### src/rtl/mc_cpu_core.sv
// Multicycle CPU core: FETCH/DECODE/FETCH2/MEM controller, 4-entry register file, C/Z/N flags,
// and a ready-based handshake to one unified instruction/data memory.
module mc_cpu_core #(
  parameter int unsigned DATA_W   = 8,
  parameter int unsigned RESET_PC = 0,
  localparam int unsigned ADDR_W  = 2 * DATA_W - 3
) (
  input  logic              clk,
  input  logic              rst,
  output logic [ADDR_W-1:0] mem_addr,
  output logic              mem_rd,
  output logic              mem_wr,
  output logic [DATA_W-1:0] mem_wdata,
  input  logic [DATA_W-1:0] mem_rdata,
  input  logic              mem_ready,
  output logic              halted,
  output logic [2:0]        flags_czn,
  output logic [ADDR_W-1:0] dbg_pc,
  input  logic [1:0]        dbg_rsel,
  output logic [DATA_W-1:0] dbg_rdata
);

  localparam logic [ADDR_W-1:0] ResetPc = ADDR_W'(RESET_PC);

  localparam logic [3:0] OpMov  = 4'b1000;
  localparam logic [3:0] OpAdd  = 4'b1001;
  localparam logic [3:0] OpAdc  = 4'b1010;
  localparam logic [3:0] OpSub  = 4'b1011;
  localparam logic [3:0] OpAnd  = 4'b1100;
  localparam logic [3:0] OpOr   = 4'b1101;
  localparam logic [3:0] OpNot  = 4'b1110;
  localparam logic [3:0] OpHalt = 4'b1111;

  // Long ops have IR[W-1]=0, so the next two bits select the operation.
  localparam logic [1:0] LopLda = 2'b00;
  localparam logic [1:0] LopSta = 2'b01;
  localparam logic [1:0] LopJmp = 2'b10;
  localparam logic [1:0] LopJz  = 2'b11;

  typedef enum logic [2:0] {StFetch, StDecode, StFetch2, StMem, StHalt} state_e;

  state_e            state_q, state_d;
  logic [ADDR_W-1:0] pc_q, pc_d;
  logic [ADDR_W-1:0] tr_q, tr_d;
  logic [DATA_W-1:0] ir_q, ir_d;
  logic [DATA_W-1:0] rf_q [4];
  logic [DATA_W-1:0] rf_d [4];
  logic              c_q, c_d, z_q, z_d, n_q, n_d;

  logic [3:0]        sop;
  logic [1:0]        lop, rd_sel, rs_sel;
  logic [DATA_W-1:0] rd_val, rs_val, alu_res;
  logic              alu_c;
  logic [DATA_W:0]   sum;
  logic [ADDR_W-1:0] long_addr, pc_inc;

  assign sop       = ir_q[DATA_W-1 -: 4];
  assign lop       = ir_q[DATA_W-2 -: 2];
  assign rd_sel    = ir_q[3:2];
  assign rs_sel    = ir_q[1:0];
  assign rd_val    = rf_q[rd_sel];
  assign rs_val    = rf_q[rs_sel];
  assign long_addr = {mem_rdata, ir_q[DATA_W-4:0]};
  assign pc_inc    = pc_q + ADDR_W'(1);

  // SUB borrow falls out as bit W of the (W+1)-bit difference.
  always_comb begin
    sum     = '0;
    alu_res = rs_val;
    alu_c   = c_q;
    case (sop)
      OpMov: alu_res = rs_val;
      OpAdd: begin
        sum     = {1'b0, rd_val} + {1'b0, rs_val};
        alu_res = sum[DATA_W-1:0];
        alu_c   = sum[DATA_W];
      end
      OpAdc: begin
        sum     = {1'b0, rd_val} + {1'b0, rs_val} + {{DATA_W{1'b0}}, c_q};
        alu_res = sum[DATA_W-1:0];
        alu_c   = sum[DATA_W];
      end
      OpSub: begin
        sum     = {1'b0, rd_val} - {1'b0, rs_val};
        alu_res = sum[DATA_W-1:0];
        alu_c   = sum[DATA_W];
      end
      OpAnd:   alu_res = rd_val & rs_val;
      OpOr:    alu_res = rd_val | rs_val;
      OpNot:   alu_res = ~rs_val;
      default: alu_res = rs_val;
    endcase
  end

  always_comb begin
    state_d  = state_q;
    pc_d     = pc_q;
    tr_d     = tr_q;
    ir_d     = ir_q;
    rf_d     = rf_q;
    c_d      = c_q;
    z_d      = z_q;
    n_d      = n_q;
    mem_rd   = 1'b0;
    mem_wr   = 1'b0;
    mem_addr = pc_q;
    unique case (state_q)
      StFetch: begin
        mem_rd = 1'b1;
        if (mem_ready) begin
          ir_d    = mem_rdata;
          pc_d    = pc_inc;
          state_d = StDecode;
        end
      end
      StDecode: begin
        if (!ir_q[DATA_W-1]) begin
          state_d = StFetch2;
        end else if (sop == OpHalt) begin
          state_d = StHalt;
        end else begin
          rf_d[rd_sel] = alu_res;
          c_d          = alu_c;
          z_d          = (alu_res == '0);
          n_d          = alu_res[DATA_W-1];
          state_d      = StFetch;
        end
      end
      StFetch2: begin
        mem_rd = 1'b1;
        if (mem_ready) begin
          tr_d    = long_addr;
          pc_d    = pc_inc;
          state_d = StMem;
          if (lop == LopJmp || (lop == LopJz && z_q)) pc_d = long_addr;
          if (lop == LopJmp || lop == LopJz) state_d = StFetch;
        end
      end
      StMem: begin
        mem_addr = tr_q;
        mem_rd   = (lop == LopLda);
        mem_wr   = (lop == LopSta);
        if (mem_ready) begin
          if (lop == LopLda) begin
            rf_d[0] = mem_rdata;
            z_d     = (mem_rdata == '0);
            n_d     = mem_rdata[DATA_W-1];
          end
          state_d = StFetch;
        end
      end
      StHalt:  state_d = StHalt;
      default: state_d = StFetch;
    endcase
  end

  always_ff @(posedge clk) begin
    if (rst) begin
      state_q <= StFetch;
      pc_q    <= ResetPc;
      tr_q    <= '0;
      ir_q    <= '0;
      rf_q    <= '{default: '0};
      c_q     <= 1'b0;
      z_q     <= 1'b0;
      n_q     <= 1'b0;
    end else begin
      state_q <= state_d;
      pc_q    <= pc_d;
      tr_q    <= tr_d;
      ir_q    <= ir_d;
      rf_q    <= rf_d;
      c_q     <= c_d;
      z_q     <= z_d;
      n_q     <= n_d;
    end
  end

  assign mem_wdata = rf_q[0];
  assign halted    = (state_q == StHalt);
  assign flags_czn = {c_q, z_q, n_q};
  assign dbg_pc    = pc_q;
  assign dbg_rdata = rf_q[dbg_rsel];

endmodule

### config.mk
export PLATFORM = sky130hd
export DESIGN_NAME = mc_cpu_core
export DESIGN_NICKNAME = d
export VERILOG_FILES = /design/src/rtl/mc_cpu_core.sv
export SDC_FILE = /design/constraint.sdc
export NUM_CORES = 1
export LEC_CHECK = 0
export BUFFER_PORTS_ARGS = -buffer_cell sky130_fd_sc_hd__buf_4
export CAP_MARGIN = 25
export CORE_MARGIN = 2
export CORE_UTILIZATION = 60
export DETAILED_ROUTE_END_ITERATION = 7
export PLACE_DENSITY = 0.89
export SLEW_MARGIN = 10
export SYNTH_ARGS = -nofsm -noshare
export SYNTH_HDL_FRONTEND = slang
export SYNTH_SLANG_ARGS = --single-unit
### constraint.sdc
create_clock -name clk -period 4.8 [get_ports clk]
set_input_delay 0.96 -clock clk [delete_from_list [all_inputs] [get_ports clk]]
set_output_delay 0.96 -clock clk [all_outputs]
set_load 0.02 [all_outputs]
==> key figures, run 1 <==
Run status
  – Status: completed

STA
  – Final hold vios: 0
  – Fin crit share: 81.9%
  – Worst clock skew: 0.0239 ns
  – Final min period: 3.93 ns
  – Max_slew headroom: 36.0%
  – Setup_tns: 0 ns
  – RSZ-0062 raised after global routing: false
  – Slew Viols, Final: 0
  – Final setup viols: 0
  – Worst slew pin tran: 0.954 ns
  – Setup ws final: 0.868 ns
  – Peak Freq: 254 MHz

Worst setup path
  – R2R Setup Slk: 0.87 ns
  – Most used cell, CP: a211oi_1
  – Reg-to-reg startpoint: ir_q[1]
  – CP max stage delay: 0.56 ns
  – Worst path top cell family by delay: compound AO/OA/AOI/OAI gates
  – Worst path slowest cell: mux4_2
  – Worst Setup SP: ir_q[1]
  – Critical Path End Type: flip-flop
  – Setup CP Type: flip-flop to flip-flop
  – Worst-path cell chain: buf_4 > mux4_2 > inv_1 > ha_1 > a211oi_1 > o21ai_0 > nor4_1 > xor2_1 > o211ai_1 > a32oi_1 > a211oi_1
  – WP data required: 5.09 ns
  – Reg2Reg Depth: 11
  – Critical path buffers and inverters: 2
  – Crit-path max FO: 9
  – Worst reg2reg endpoint: mem_wdata[6]
  – Startpoint Class: flip-flop
  – Arrival @ worst endpoint: 4.22 ns

Global routing
  – Global-route wire length before repair: 28,100 µm
  – GRT Overall Usage: 35.0%
  – Initial antenna violation count: 0
  – Grt ovf: 0
  – Number of global-route vias before repair: 5,558
  – Pin count of the biggest net entering global routing: 74

Clocking
  – # resized after CTS: 0
  – Clk_lat worst skew: 0.37 ns
  – CTS clock-pin slew for the worst setup and hold paths: 0.10 ns
  – CTS Hold Buffers Added: 0
  – Number of buffers created by CTS: 9
  – # clock sinks: 72
  – Clk buf depth: 2
  – CTS tree: done
  – Maximum level of the CTS H-tree: 3
  – Number of setup buffers added after CTS: 0
  – Clock root buffer: clkbuf_8

Yosys
  – Avg Synthesized Cell Area: 7.62 µm²
  – Number of flops mapped to enable cells by yosys: 0
  – Post-synthesis sequential area ratio: 25.5%
  – Synth top area share: 25.5%
  – Yosys warns: 0
  – Post-Syn Instances: 740
  – Synth cell types: 69
  – Top post-synthesis cells by area: dfxtp_1 26%, mux4_2 9.6%, nand2_1 8.8%
  – Yosys top cell by area: dfxtp_1
  – Post-synthesis register bit count: 72
  – Asr flop ratio synth: 0%
  – Synthesized area: 5640 µm²
  – Post-synth net total: 782
  – Top_reg_cell synth: dfxtp_1

Detailed routing
  – DR WL/cell: 20.5 µm
  – TritonRoute pass-1 iters: 6
  – Post-route DRC: 0
  – Drt total wl: 17,900 µm
  – 1st-iter DRT viols: 586
  – DR vias/cell: 6.91
  – Post-route ant nets: 0
  – Vias: 6,027

Min path
  – Worst min-delay path class: flip-flop to flip-flop
  – Min-delay src: tr_q[12]
  – Worst Hold Depth: 2
  – Hold EP: tr_q[12]

Pwr
  – PD cells: 229 nW/µm²
  – Pint: 965 µW
  – Switch Pwr: 453 µW
  – Clock power frac: 36.3%
  – Reg power frac: 45.4%
  – Power share of the combinational group: 18.4%
  – Switching fraction of total power: 32.0%
  – Worst VDD drop: 0.000203 V
  – Total leakage power: 0.00231 µW

Placement
  – Post-Place Worst Slack: 1.04 ns
  – DP HPWL: 12,500 µm
  – Placed cell area: 5980 µm²
  – Gp weighted congestion: 0.942
  – Port buffer count: 60

Final layout
  – # nets final: 798
  – # diodes: 0
  – Design Area, Final: 6200 µm²
  – Fillers: 772
  – Area Overhead vs Synth: 9.82%
  – Most frequent cells in the layout: 132 x nand2_1, 77 x nor2_1, 73 x a21oi_1
  – Most common cell after layout, fill and taps aside: nand2_1
  – Fraction of layout instances using a drive strength above 1: 15.8%

Floorplan
  – Die area: 10,200 µm²
  – Die height: 101 µm
  – Initial Util: 61.3%
  – Ports: 61
  – Die Wd: 101 µm
  – Row Count: 35
  – Core area: 9200 µm²

Flow run
  – Max-Cap Viols: 0
-- worst max-delay path by stage --
| stage | depth (start not counted) | end | slack [ns] |
|---|---|---|---|
| 2_1_floorplan | 12 | mem_wdata[6] | 1.23 |
| 3_3_place_gp | 10 | mem_wdata[6] | 1.16 |
| 3_5_place_dp | 10 | mem_wdata[6] | 1.04 |
| 4_1_cts | 10 | mem_wdata[6] | 0.98 |
| 5_1_grt | 10 | mem_wdata[6] | 0.67 |
| 6_report | 11 | mem_wdata[6] | 0.87 |
-- final cells by class --
type | instances | area, µm² | share of cell area [%]
multi-input cells | 581 | 3810 | 61.5
flip-flops and latches | 72 | 1440 | 23.3
repair buffers | 67 | 510 | 8.24
well taps | 111 | 139 | 2.24
clock buffers | 10 | 138 | 2.22
inverters | 25 | 93.8 | 1.51
clock inverters | 6 | 65.1 | 1.05
-- power groups by stage --
stage	sequential (µW)	combinational, µW	clock [µW]
2_1_floorplan	635	201	0
3_3_place_gp	654	246	0
3_5_place_dp	656	251	0
4_1_cts	642	253	510
5_1_grt	646	280	533
6_report	643	260	515
-- layer usage --
layer / global-route usage [%] / wire length, µm / vias up
met5: 0 / 0 / -
met4: 15.0 / 710 / 0
met3: 7.00 / 2090 / 83
met2: 55.5 / 8260 / 455
met1: 46.5 / 6840 / 2810
li1: - / - / 2679
-- stage by stage --
step / instances / util [%] / total power (µW) / hold WS (ns)
global placement: 855 / 65.0 / 900 / 0.443
global route: 872 / 67.4 / 1460 / 0.490
CTS: 871 / 67.2 / 1410 / 0.460
floorplan: 740 / - / 836 / 0.437
detailed placement: 855 / 65.0 / 907 / 0.448
finish: 872 / 67.4 / 1420 / 0.456
-- cell families after synthesis --
logic type | synth area share [%]
compound gates | 22.7
simple gates | 25.5
buf+inv | 6.94
xor+xnor | 1.55
flops | 25.5
fa+ha+maj | 6.70
mux | 11.0
-- state kept, by name (all words and copies together) (netlist names) --
signal and cells:
mem_wdata 8, tr_q 13, dbg_pc 13, ir_q 8
c_q 1, state_q 3, z_q 1, rf_q 24
n_q 1
-- cell usage after synthesis, types with 8 or more instances --
master	n
mux4_2	24
o211ai_1	9
a22oi_1	8
nor4_1	8
clkbuf_1	34
o21ai_0	27
buf_4	11
buf_2	11
nand2_1	132
dfxtp_1	72
a21oi_1	73
nor2_1	77
nor3_1	19
and3_1	13
ha_1	27
inv_1	23
nand3_1	18
a211oi_1	27
-- worst min-delay path, stage by stage, from the launching register on --
cell     delay (ns)
dfxtp_1        0.32
nand2_1        0.05
a21oi_1        0.05
(Power assumes the default switching activity.)
==> run 2: changes to the inputs <==
--- a/config.mk
+++ b/config.mk
@@ -8,9 +8,9 @@
 export BUFFER_PORTS_ARGS = -buffer_cell sky130_fd_sc_hd__buf_4
 export CAP_MARGIN = 25
 export CORE_MARGIN = 2
-export CORE_UTILIZATION = 60
+export CORE_UTILIZATION = 54
 export DETAILED_ROUTE_END_ITERATION = 7
-export PLACE_DENSITY = 0.89
+export PLACE_DENSITY = 0.85
 export SLEW_MARGIN = 10
 export SYNTH_ARGS = -nofsm -noshare
 export SYNTH_HDL_FRONTEND = slang
==> constraint.sdc (replaced) <==
create_clock -name clk -period 3.2 [get_ports clk]
set_input_delay 0.64 -clock clk [delete_from_list [all_inputs] [get_ports clk]]
set_output_delay 0.64 -clock clk [all_outputs]
set_load 0.02 [all_outputs]
==> key figures, run 2 (synthesized netlist as in run 1, its figures left out) <==
Pwr
  – Worst VDD drop: 0.000276 V (was 0.000203 V)
  – Power Total: 2160 µW (was 1420 µW)
  – PD cells: 298 nW/µm² (was 229 nW/µm²)
  – Total leakage power: 0.00277 µW (was 0.00231 µW)

Worst setup path
  – Setup CP Type: flip-flop to flip-flop (unchanged)
  – R2R Setup Slk: -0.12 ns (was 0.87 ns)
  – Crit path to: mem_wdata[5] (was mem_wdata[6])
  – WP data required: 3.46 ns (was 5.09 ns)
  – Worst Setup SP: ir_q[3] (was ir_q[1])
  – Reg-to-reg startpoint: ir_q[3] (was ir_q[1])
  – Critical Path End Type: flip-flop (unchanged)
  – Crit-path max FO: 5 (was 9)
  – Startpoint Class: flip-flop (unchanged)
  – Worst reg2reg endpoint: mem_wdata[5] (was mem_wdata[6])
  – Arrival @ worst endpoint: 3.58 ns (was 4.22 ns)
  – Reg2Reg Depth: 11 (unchanged)

Floorplan
  – Core area: 10,200 µm² (was 9200 µm²)
  – Die Wd: 106 µm (was 101 µm)
  – Die area: 11,300 µm² (was 10,200 µm²)
  – Die height: 106 µm (was 101 µm)
  – Initial Util: 55.1% (was 61.3%)
  – Row Count: 37 (was 35)
  – Ports: 61 (unchanged)

Clocking
  – Number of buffers created by CTS: 9 (unchanged)
  – Clock root buffer: clkbuf_8 (unchanged)
  – Clk buf depth: 2 (unchanged)
  – CTS clock-pin slew for the worst setup and hold paths: 0.08 ns (was 0.10 ns)
  – CTS tree: done (unchanged)
  – Clk_lat worst skew: 0.36 ns (was 0.37 ns)
  – CTS Hold Buffers Added: 0 (unchanged)
  – # clock sinks: 72 (unchanged)
  – Maximum level of the CTS H-tree: 3 (unchanged)

Min path
  – Worst min-delay path class: flip-flop to flip-flop (unchanged)
  – Min-delay src: tr_q[12] (unchanged)

STA
  – Final hold vios: 0 (unchanged)
  – Setup ws final: -0.119 ns (was 0.868 ns)
  – RSZ-0062 raised after global routing: true (was false)
  – Fin crit share: 104% (was 81.9%)
  – Max_slew headroom: 40.8% (was 36.0%)
  – Worst clock skew: 0.0136 ns (was 0.0239 ns)
  – Peak Freq: 301 MHz (was 254 MHz)
  – Worst slew pin tran: 0.884 ns (was 0.954 ns)
  – Final setup viols: 11 (was 0)
  – Slew Viols, Final: 0 (unchanged)
  – Final min period: 3.32 ns (was 3.93 ns)

Placement
  – Port buffer count: 60 (unchanged)
  – # placed instances: 949 (was 855)
  – DP HPWL: 14,100 µm (was 12,500 µm)
  – Post-Place Worst Slack: -0.224 ns (was 1.04 ns)
  – Gp weighted congestion: 0.989 (was 0.942)

Run status
  – Status: finished, violations left (was completed)
  – Failing checks: negative setup slack

Detailed routing
  – Drt total wl: 19,600 µm (was 17,900 µm)
  – TritonRoute pass-1 iters: 5 (was 6)
  – 1st-iter DRT viols: 641 (was 586)
  – Post-route ant nets: 0 (unchanged)
  – DR vias/cell: 6.46 (was 6.91)
  – Vias: 6,310 (was 6,027)
  – DR WL/cell: 20.0 µm (was 20.5 µm)
  – Post-route DRC: 0 (unchanged)

Final layout
  – Layout Cells excl Fill: 977 (was 872)
  – Fraction of layout instances using a drive strength above 1: 29.8% (was 15.8%)
  – Biggest register: rf_q (unchanged)
  – Max reg flops: 24 (unchanged)
  – # nets final: 879 (was 798)
  – Most common cell after layout, fill and taps aside: buf_4 (was nand2_1)
  – # diodes: 0 (unchanged)
  – Area Overhead vs Synth: 28.5% (was 9.82%)
  – Most frequent cells in the layout: 135 x buf_4, 127 x nand2_1, 73 x nor2_1 (was 132 x nand2_1, 77 x nor2_1, 73 x a21oi_1)

Global routing
  – Grt ovf: 0 (unchanged)
  – GRT Overall Usage: 33.9% (was 35.0%)
  – Initial antenna violation count: 0 (unchanged)
  – Number of global-route vias before repair: 6,072 (was 5,558)
  – Global-route wire length before repair: 30,200 µm (was 28,100 µm)
  – Pin count of the biggest net entering global routing: 40 (was 74)

Flow run
  – Max-Cap Viols: 0 (unchanged)
-- run 2: cell types whose count changed in the layout (fill, tap and decap cells not counted), moves of 6 or more --
cell,delta
o21ai_0,-10
ha_1,-7
o21ai_2,+6
a21oi_1,-8
a21oi_2,+6
buf_4,+69
buf_6,+8
-- run 2: cell type report --
type                       instances  area, µm²
multi-input combinational        581       4150
clock inverter                     3       43.8
fill                             757       2980
clock buffer                      12        135
inverter                          25       93.8
tap                              136        170
sequential                        72       1450
timing repair buffer             148       1200
-- run 2: layer usage --
layer / routed length (µm) / track usage (%)
met2: 9390 / 55.7
met5: 0 / 0
met1: 7420 / 42.6
met4: 796 / 16.7
met3: 1950 / 6.62
-- run 2: worst min-delay path by stage --
stage               end  slack (ns)  cells after the start
2_1_floorplan   tr_q[0]        0.44                      2
3_3_place_gp    tr_q[1]        0.44                      2
3_5_place_dp   tr_q[12]        0.45                      2
4_1_cts         tr_q[7]        0.46                      2
5_1_grt        tr_q[11]        0.47                      2
6_report       tr_q[12]        0.46                      2
-- run 2: critical path, cell delays in order (launching register included) --
cell      delay (ns)
dfxtp_4         0.39
mux4_2          0.56
ha_4            0.20
fa_2            0.43
a211o_4         0.39
a21oi_4         0.23
buf_4           0.17
nor4_4          0.04
o21bai_2        0.20
nand2_2         0.18
o211ai_1        0.12
a311oi_1        0.32
-- run 2: where the power goes --
part | internal [µW] | switching, µW
Combinational | 217 | 298
Sequential | 916 | 38.5
Clock | 357 | 338
-- run 2: what timing repair did --
action | CTS | global route
cloned | 0 | 0
pin swaps | 20 | 33
resized for setup | 31 | 55
setup endpoints to repair | 24 | 23
endpoints found under the hold margin | 0 | 0
buffers inserted | 5 | 9
-- run 2: per-stage QoR --
step / cell area [µm²] / utilization, % / TNS (ns) / hold slack [ns]
5_1_grt: 7250 / 70.8 / -2.59 / 0.475
3_5_place_dp: 6600 / 64.5 / -3.17 / 0.449
6_report: 7250 / 70.8 / -0.598 / 0.458
3_3_place_gp: 6600 / 64.5 / -2.40 / 0.443
4_1_cts: 6930 / 67.7 / -0.155 / 0.460
2_1_floorplan: 5670 / - / -0.0252 / 0.437
